==> config.mk <==
export PLATFORM = sky130hd
export DESIGN_NAME = mem_port_arbiter
export DESIGN_NICKNAME = d
export VERILOG_FILES = /design/src/rtl/mem_port_arbiter_pkg.sv /design/src/rtl/mem_port_arbiter.sv
export SDC_FILE = /design/constraint.sdc
export NUM_CORES = 1
export LEC_CHECK = 0
export ABC_AREA = 1
export CORE_ASPECT_RATIO = 1.5
export CORE_MARGIN = 10
export CORE_UTILIZATION = 30
export DETAILED_ROUTE_END_ITERATION = 8
export PLACE_DENSITY = 0.77
export SYNTH_ARGS = -nofsm -noshare
export SYNTH_HDL_FRONTEND = slang
export SYNTH_SLANG_ARGS = --single-unit
==> constraint.sdc <==
create_clock -name clk -period 1.77 [get_ports clk]
set_clock_uncertainty 0.1 [all_clocks]
set_input_delay 0.354 -clock clk [delete_from_list [all_inputs] [get_ports clk]]
set_output_delay 0.354 -clock clk [all_outputs]
set_load 0.01 [all_outputs]
==> src/rtl/mem_port_arbiter_pkg.sv <==
// Shared types for the memory-port arbiter between the fetcher and the LSQ.
package mem_port_arbiter_pkg;

    typedef enum logic [1:0] {
        IDLE    = 2'd0,
        SERVE_I = 2'd1,
        SERVE_D = 2'd2
    } arb_state_t;

    typedef enum logic {
        OWN_I = 1'b0,
        OWN_D = 1'b1
    } arb_owner_t;

endpackage

==> src/rtl/mem_port_arbiter.sv <==
// Single-port memory arbiter: LSQ-first with a bounded LSQ streak, and a fetch
// response drop after a pipeline flush.
module mem_port_arbiter
    import mem_port_arbiter_pkg::*;
#(
    parameter int unsigned width        = 32,
    parameter int unsigned d_streak_max = 4
) (
    input  logic                 clk,
    input  logic                 rst,
    input  logic                 flush,

    input  logic                 i_mem_read,
    input  logic [width-1:0]     i_mem_address,
    output logic                 i_mem_resp,
    output logic [width-1:0]     i_mem_rdata,

    input  logic                 lsq_mem_read,
    input  logic                 lsq_mem_write,
    input  logic [width/8-1:0]   lsq_mem_byte_enable,
    input  logic [width-1:0]     lsq_mem_address,
    input  logic [width-1:0]     lsq_mem_wdata,
    output logic                 lsq_mem_resp,
    output logic [width-1:0]     lsq_mem_rdata,

    output logic                 mem_read,
    output logic                 mem_write,
    output logic [width/8-1:0]   mem_byte_enable,
    output logic [width-1:0]     mem_address,
    output logic [width-1:0]     mem_wdata,
    input  logic                 mem_resp,
    input  logic [width-1:0]     mem_rdata,

    output logic                 arb_busy
);

    localparam logic [3:0] STREAK_MAX = 4'(d_streak_max);

    arb_state_t          state_q, state_d;
    arb_owner_t          owner;
    logic                grant_i, grant_d;
    logic                fetch_req, lsq_req, serving;
    logic [3:0]          streak_q;
    logic                drop_q;
    logic                rd_q, wr_q;
    logic [width/8-1:0]  be_q;
    logic [width-1:0]    addr_q, wdata_q;

    always_comb begin
        state_d   = state_q;
        grant_i   = 1'b0;
        grant_d   = 1'b0;
        // A flush cycle never grants fetch, so fetch counts as idle here.
        fetch_req = i_mem_read & ~flush;
        lsq_req   = lsq_mem_read | lsq_mem_write;
        unique case (state_q)
            IDLE: begin
                if (lsq_req && (!fetch_req || streak_q < STREAK_MAX)) begin
                    state_d = SERVE_D;
                    grant_d = 1'b1;
                end else if (fetch_req) begin
                    state_d = SERVE_I;
                    grant_i = 1'b1;
                end
            end
            SERVE_I, SERVE_D: begin
                if (mem_resp) state_d = IDLE;
            end
            default: state_d = IDLE;
        endcase
    end

    always_comb begin
        serving       = (state_q != IDLE);
        owner         = (state_q == SERVE_I) ? OWN_I : OWN_D;
        i_mem_resp    = serving && (owner == OWN_I) && mem_resp && !drop_q && !flush;
        lsq_mem_resp  = serving && (owner == OWN_D) && mem_resp;
        i_mem_rdata   = i_mem_resp   ? mem_rdata : '0;
        lsq_mem_rdata = lsq_mem_resp ? mem_rdata : '0;
    end

    always_ff @(posedge clk) begin
        if (rst) begin
            state_q  <= IDLE;
            streak_q <= '0;
            drop_q   <= 1'b0;
            rd_q     <= 1'b0;
            wr_q     <= 1'b0;
            be_q     <= '0;
            addr_q   <= '0;
            wdata_q  <= '0;
        end else begin
            state_q <= state_d;
            if (grant_d) begin
                addr_q  <= lsq_mem_address;
                wdata_q <= lsq_mem_wdata;
                be_q    <= lsq_mem_byte_enable;
                wr_q    <= lsq_mem_write;
                rd_q    <= lsq_mem_read & ~lsq_mem_write;
                if (fetch_req)
                    streak_q <= (streak_q >= STREAK_MAX) ? STREAK_MAX : streak_q + 4'd1;
                else
                    streak_q <= '0;
            end
            if (grant_i) begin
                addr_q   <= i_mem_address;
                wdata_q  <= '0;
                be_q     <= '1;
                wr_q     <= 1'b0;
                rd_q     <= 1'b1;
                streak_q <= '0;
                drop_q   <= 1'b0;
            end
            if (state_q == SERVE_I && flush) drop_q <= 1'b1;
            // Response completion wins over a same-cycle flush mark.
            if (serving && mem_resp) begin
                rd_q    <= 1'b0;
                wr_q    <= 1'b0;
                be_q    <= '0;
                addr_q  <= '0;
                wdata_q <= '0;
                drop_q  <= 1'b0;
            end
        end
    end

    assign mem_read        = rd_q;
    assign mem_write       = wr_q;
    assign mem_byte_enable = be_q;
    assign mem_address     = addr_q;
    assign mem_wdata       = wdata_q;
    assign arb_busy        = serving;

endmodule

## Word level (Yosys, flattened, before mapping)

Cells that the tools add are included.

| word-level totals | value |
|---|---|
| memories | 0 |
| ROM bits | 0 |
| logic and storage cells | 64 |
| register bits after elaboration | 77 |
| RAM bits | 0 |
| latch bits | 0 |
| output and inout bits | 137 |

| cells by class | value |
|---|---|
| bitwise logic cells | 5 |
| $mul | 0 |
| $add $sub $neg | 1 |
| reduce and logical (&&, ||, !) cells | 22 |
| equal/unequal tests | 4 |
| shifts and indexed selects | 0 |
| muxes and demuxes | 22 |
| $lt $le $gt $ge | 2 |
| div/mod/pow operators | 0 |

Operator list:

| kind | count |
|---|---|
| $mux W32 | 4 |
| $mux W4 | 4 |
| $mux W1 | 10 |
| $logic_and A1 B1 Y1 | 9 |
| $mux W2 | 3 |
| $reduce_bool A2 Y1 | 3 |
| $reduce_or A2 Y1 | 3 |
| $add A4 B1 Y4 const B | 1 |
| $ge A4 B3 Y1 const B | 1 |
| $lt A4 B3 Y1 const B | 1 |
| $pmux W2 S2 | 1 |
| $logic_not A1 Y1 | 3 |
| $ne A3 B3 Y1 const B | 1 |
| $reduce_or A3 Y1 | 1 |
| $and A1 B1 Y1 | 2 |
| $eq A2 B1 Y1 const B | 1 |
| $eq A2 B2 Y1 const B | 1 |
| $logic_not A2 Y1 | 1 |
| $ne A2 B2 Y1 const B | 1 |
| $not A1 Y1 | 2 |
| $reduce_and A2 Y1 | 1 |
| $logic_or A1 B1 Y1 | 1 |
| $or A1 B1 Y1 | 1 |

## Longest topological paths before layout

| depth | value |
|---|---|
| depth after elaboration | 9 |
| depth in mapped cells | 9 |

## Least setup slack after synthesis

No wires, ideal clock.

| timing path | value |
|---|---|
| path kind | reg-to-output |
| from | register state_q[0] |
| to | output lsq_mem_rdata[10] |
| cell stages (with the launch flop) | 9 |
| slack | -0.101 ns |
| data arrival time | 1.417 ns |
| data required time | 1.316 ns |
| cells stage by stage | dfxtp_1 inv_1 ha_1 inv_2 nand2_1 nor2_1 inv_1 clkbuf_1 nor2_1 |

RTL lines:

| what | RTL line | source |
|---|---|---|
| start: declaration | mem_port_arbiter.sv:39 | `arb_state_t state_q, state_d;` |
| start signal: assignment | mem_port_arbiter.sv:93 | `state_q <= state_d;` |
| $reduce_bool A2 Y1 | mem_port_arbiter.sv:74 | `serving = (state_q != IDLE);` |
| named net arb_busy | mem_port_arbiter.sv:34 | `output logic arb_busy` |
| $logic_and A1 B1 Y1 (2 in series) | mem_port_arbiter.sv:77 | `lsq_mem_resp = serving && (owner == OWN_D) && mem_resp;` |
| named net lsq_mem_resp | mem_port_arbiter.sv:23 | `output logic lsq_mem_resp,` |
| $mux W32 | mem_port_arbiter.sv:79 | `lsq_mem_rdata = lsq_mem_resp ? mem_rdata : '0;` |
| end: declaration | mem_port_arbiter.sv:24 | `output logic [width-1:0] lsq_mem_rdata,` |

The timed path passes the listed nets, and every way through them passes these cells.

## Final worst setup path

| timing path | value |
|---|---|
| from | input mem_resp |
| to | output i_mem_rdata[31] |

| between the ends | value |
|---|---|
| word-level cells in the longest chain between the ends | 4 |

Ends and longest elaborated chain:

| what | RTL line | source |
|---|---|---|
| start: declaration | mem_port_arbiter.sv:31 | `input logic mem_resp,` |
| $logic_and A1 B1 Y1 (3 in series) | mem_port_arbiter.sv:76 | `i_mem_resp = serving && (owner == OWN_I) && mem_resp && !drop_q && !flush;` |
| $mux W32 | mem_port_arbiter.sv:78 | `i_mem_rdata = i_mem_resp ? mem_rdata : '0;` |
| end: declaration | mem_port_arbiter.sv:16 | `output logic [width-1:0] i_mem_rdata,` |

No other way between the ends.

==> flow_summary.yaml <==
floorplanning:
  placementRows: 50
  die_w_um: 112.8
  fp.dieH_um: 159.2
  io_pins: 276
  die_area_um2: 17970
  start_util_pct: 30.84
  core_um2: 12570
route:
  final_antenna_net_count: 0
  met3_length_um: 1331
  highest_layer: "met5"
  viasPerCell: 4.760
  wl_met2_um: 10180
  vias: 5031
  wl_um: 18850
  drt_first_iter_violations: 301
  wl_met1_um: 6780
  firstDrtPassIters: 4
  drcViolationCount: 0
  drt-wirelength-per-cell_um: 17.84
synth:
  ys_ff_latch: 77
  synth_area_leaders: "dfxtp_1 (40%), nand2_1 (15%), nand3_1 (8.6%), inv_1 (8.1%), nor2_1 (7.0%)"
  yosys.area.top_type: "dfxtp_1"
  synth.distinct_cells: 23
  syn_inst: 595
  synth_top_area_share_pct: 39.75
  syn-num-nets: 737
  yosysSeqAreaShare_pct: 39.75
  netlist_area_um2: 3877
  synth.avg_cell_area_um2: 6.517
  ys.warnings.count: 0
global_route:
  grt_overflow: 0
  antenna_found_initial: 1
  grt_max_degree: 40
  grt_pass1_vias: 5078
  grt_usage_pct: 19.86
  grt_pass1_wl_um: 28660
timing:
  rsz0062_at_grt: "yes"
  maxSlewViolCount: 0
  hold_violations: 0
  tightest_slew_ns: 0.3040
  fin_crit_sh_pct: 125.5
  max_slew_margin_pct: 79.73
  period_needed_ns: 2.221
  max_freq_mhz: 450.3
  setup_violations: 67
  fin_setup_tns_ns: -23.21
  setup_ws_ns: -0.4508
cts:
  cts-buffers-inserted: 9
  cts_max_level: 3
  clock_sinks: 77
  root_buffer: "clkbuf_16"
  clockBufferDepth: 2
  clk_transition_reported_paths_ns: 0.07
  hold_buffers: 0
  clock_latency_ns: 0.33
  cts_tree: "yes"
run_status:
  status: "finished with violations"
  violations: "setup timing"
finish:
  synthToLayoutAreaGrowth_pct: 100.9
  fin_nets: 1038
  n_antenna_cell: 0
  drive_gt1_share_pct: 23.09
setup_path:
  crit_required_ns: 1.32
  start_kind: "primary input"
  crit_path_end_kind: "primary output"
  worstPathMaxFanout: 8
  worstPathArrival_ns: 1.77
  worstSetupPathType: "in2out"
power_and_ir_drop:
  ir_drop_uv: 627.5
  switching_share_pct: 38.39
  p_per_area_nw_per_um2: 1158
  p_int_mw: 5.557
  pwr-share-comb_pct: 54.3
  power_switching_mw: 3.462
  p_leak_nw: 3.652
  power_frac_clock_pct: 20.0
  p_seq_share_pct: 25.7
placed_design:
  dp_hpwl_um: 13370
  port_buffers: 275
  pre_cts_slack_ns: -0.6643
  gp_congestion: 0.8535
run:
  drv_cap: 0
min_path:
  hold_class: "reg2reg"
[worst max-delay path, stage by stage]
cell and delay (ns):
clkdlybuf4s50_1 0.55, nand4_1 0.20, buf_6 0.19, buf_12 0.13, buf_12 0.12, nor2_4 0.10
buf_6 0.11
[cell families after synthesis]
family          count (synthesis)  synth area share, %
compound gates                 46                6.357
buf+inv                       131                14.71
fa+ha+maj                       3               0.9682
flops                          77                39.75
simple gates                  338                38.21
[final cells by class]
| class | count | area (um2) |
|---|---|---|
| multi-input cells | 387 | 2036 |
| clock buffers | 9 | 225.2 |
| fillers | 1093 | 4785 |
| clock inverters | 7 | 63.81 |
| flip-flops and latches | 77 | 1543 |
| inverters | 89 | 341.6 |
| well taps | 156 | 195.2 |
| repair buffers | 332 | 3386 |
[cell usage after synthesis, drive strengths merged]
cell type / instances
nand2: 158
nor3: 2
o22ai: 1
nand3: 68
o21ai: 4
dfxtp: 77
ha: 3
inv: 89
nand4: 37
nor2: 73
clkbuf: 8
buf: 34
a21oi: 41
[metrics by stage]
stage / cells / instance area, um2 / hold WS, ns / utilization, % / power, mW
6_report: 1057 / 7790 / 0.3628 / 61.95 / 9.019
5_1_grt: 1057 / 7790 / 0.3833 / 61.95 / 9.594
4_1_cts: 1045 / 7360 / 0.3620 / 58.53 / 8.805
3_5_place_dp: 1014 / 6994 / 0.3507 / 55.62 / 6.504
3_3_place_gp: 1014 / 6994 / 0.3470 / 55.62 / 6.439
2_1_floorplan: 595 / 3909 / 0.3385 / - / 4.440
[power groups by stage]
stage	sequential [mW]	clock, mW	combinational, mW
finish	2.32	1.80	4.90
global route	2.37	1.93	5.30
CTS	2.32	1.85	4.64
detailed placement	2.35	0	4.15
global placement	2.33	0	4.11
floorplan	2.51	0	1.93
[path summary, 6_finish.rpt]
| kind | slack (ns) | cells after the start | startpoint | to |
|---|---|---|---|---|
| max | -0.45 | 7 | mem_resp | i_mem_rdata[31] |
| min | 0.36 | 2 | mem_wdata[15] | mem_wdata[15] |
| max reg2reg | 0.12 | 9 | state_q[0] | mem_wdata[7] |
| min reg2reg | 0.36 | 2 | mem_wdata[15] | mem_wdata[15] |
[registers in the layout, indices dropped and copies added (netlist names)]
signal           count
mem_address         32
mem_wdata           32
mem_byte_enable      4
streak_q             4
state_q              2
drop_q               1
mem_read             1
mem_write            1
[timing repair]
item	in CTS	in global routing
resized for setup	294	92
setup endpoints to repair	144	110
gates cloned	8	0
pin swaps	2	5
setup buffers	7	12
[placed cells by master (no fill, tap or decap), types with 3 or more instances in the layout]
| cell | instances |
|---|---|
| a21oi_1 | 40 |
| buf_12 | 13 |
| buf_16 | 7 |
| buf_2 | 40 |
| buf_4 | 30 |
| buf_6 | 31 |
| clkbuf_16 | 9 |
| clkdlybuf4s50_1 | 208 |
| dfxtp_1 | 76 |
| inv_1 | 81 |
| inv_2 | 6 |
| inv_6 | 3 |
| nand2_1 | 153 |
| nand2_2 | 3 |
| nand3_1 | 67 |
| nand4_1 | 37 |
| nor2_1 | 24 |
| nor2_2 | 23 |
| nor2_4 | 26 |
| o21ai_0 | 3 |
[layer usage]
layer | global-route usage [%] | vias to the layer above
li1 | - | 2467
met1 | 21.04 | 2341
met2 | 35.52 | 185
met3 | 5.951 | 36
met4 | 7.523 | 2
met5 | 0 | -
No activity file was read; power rests on OpenSTA's default activity.
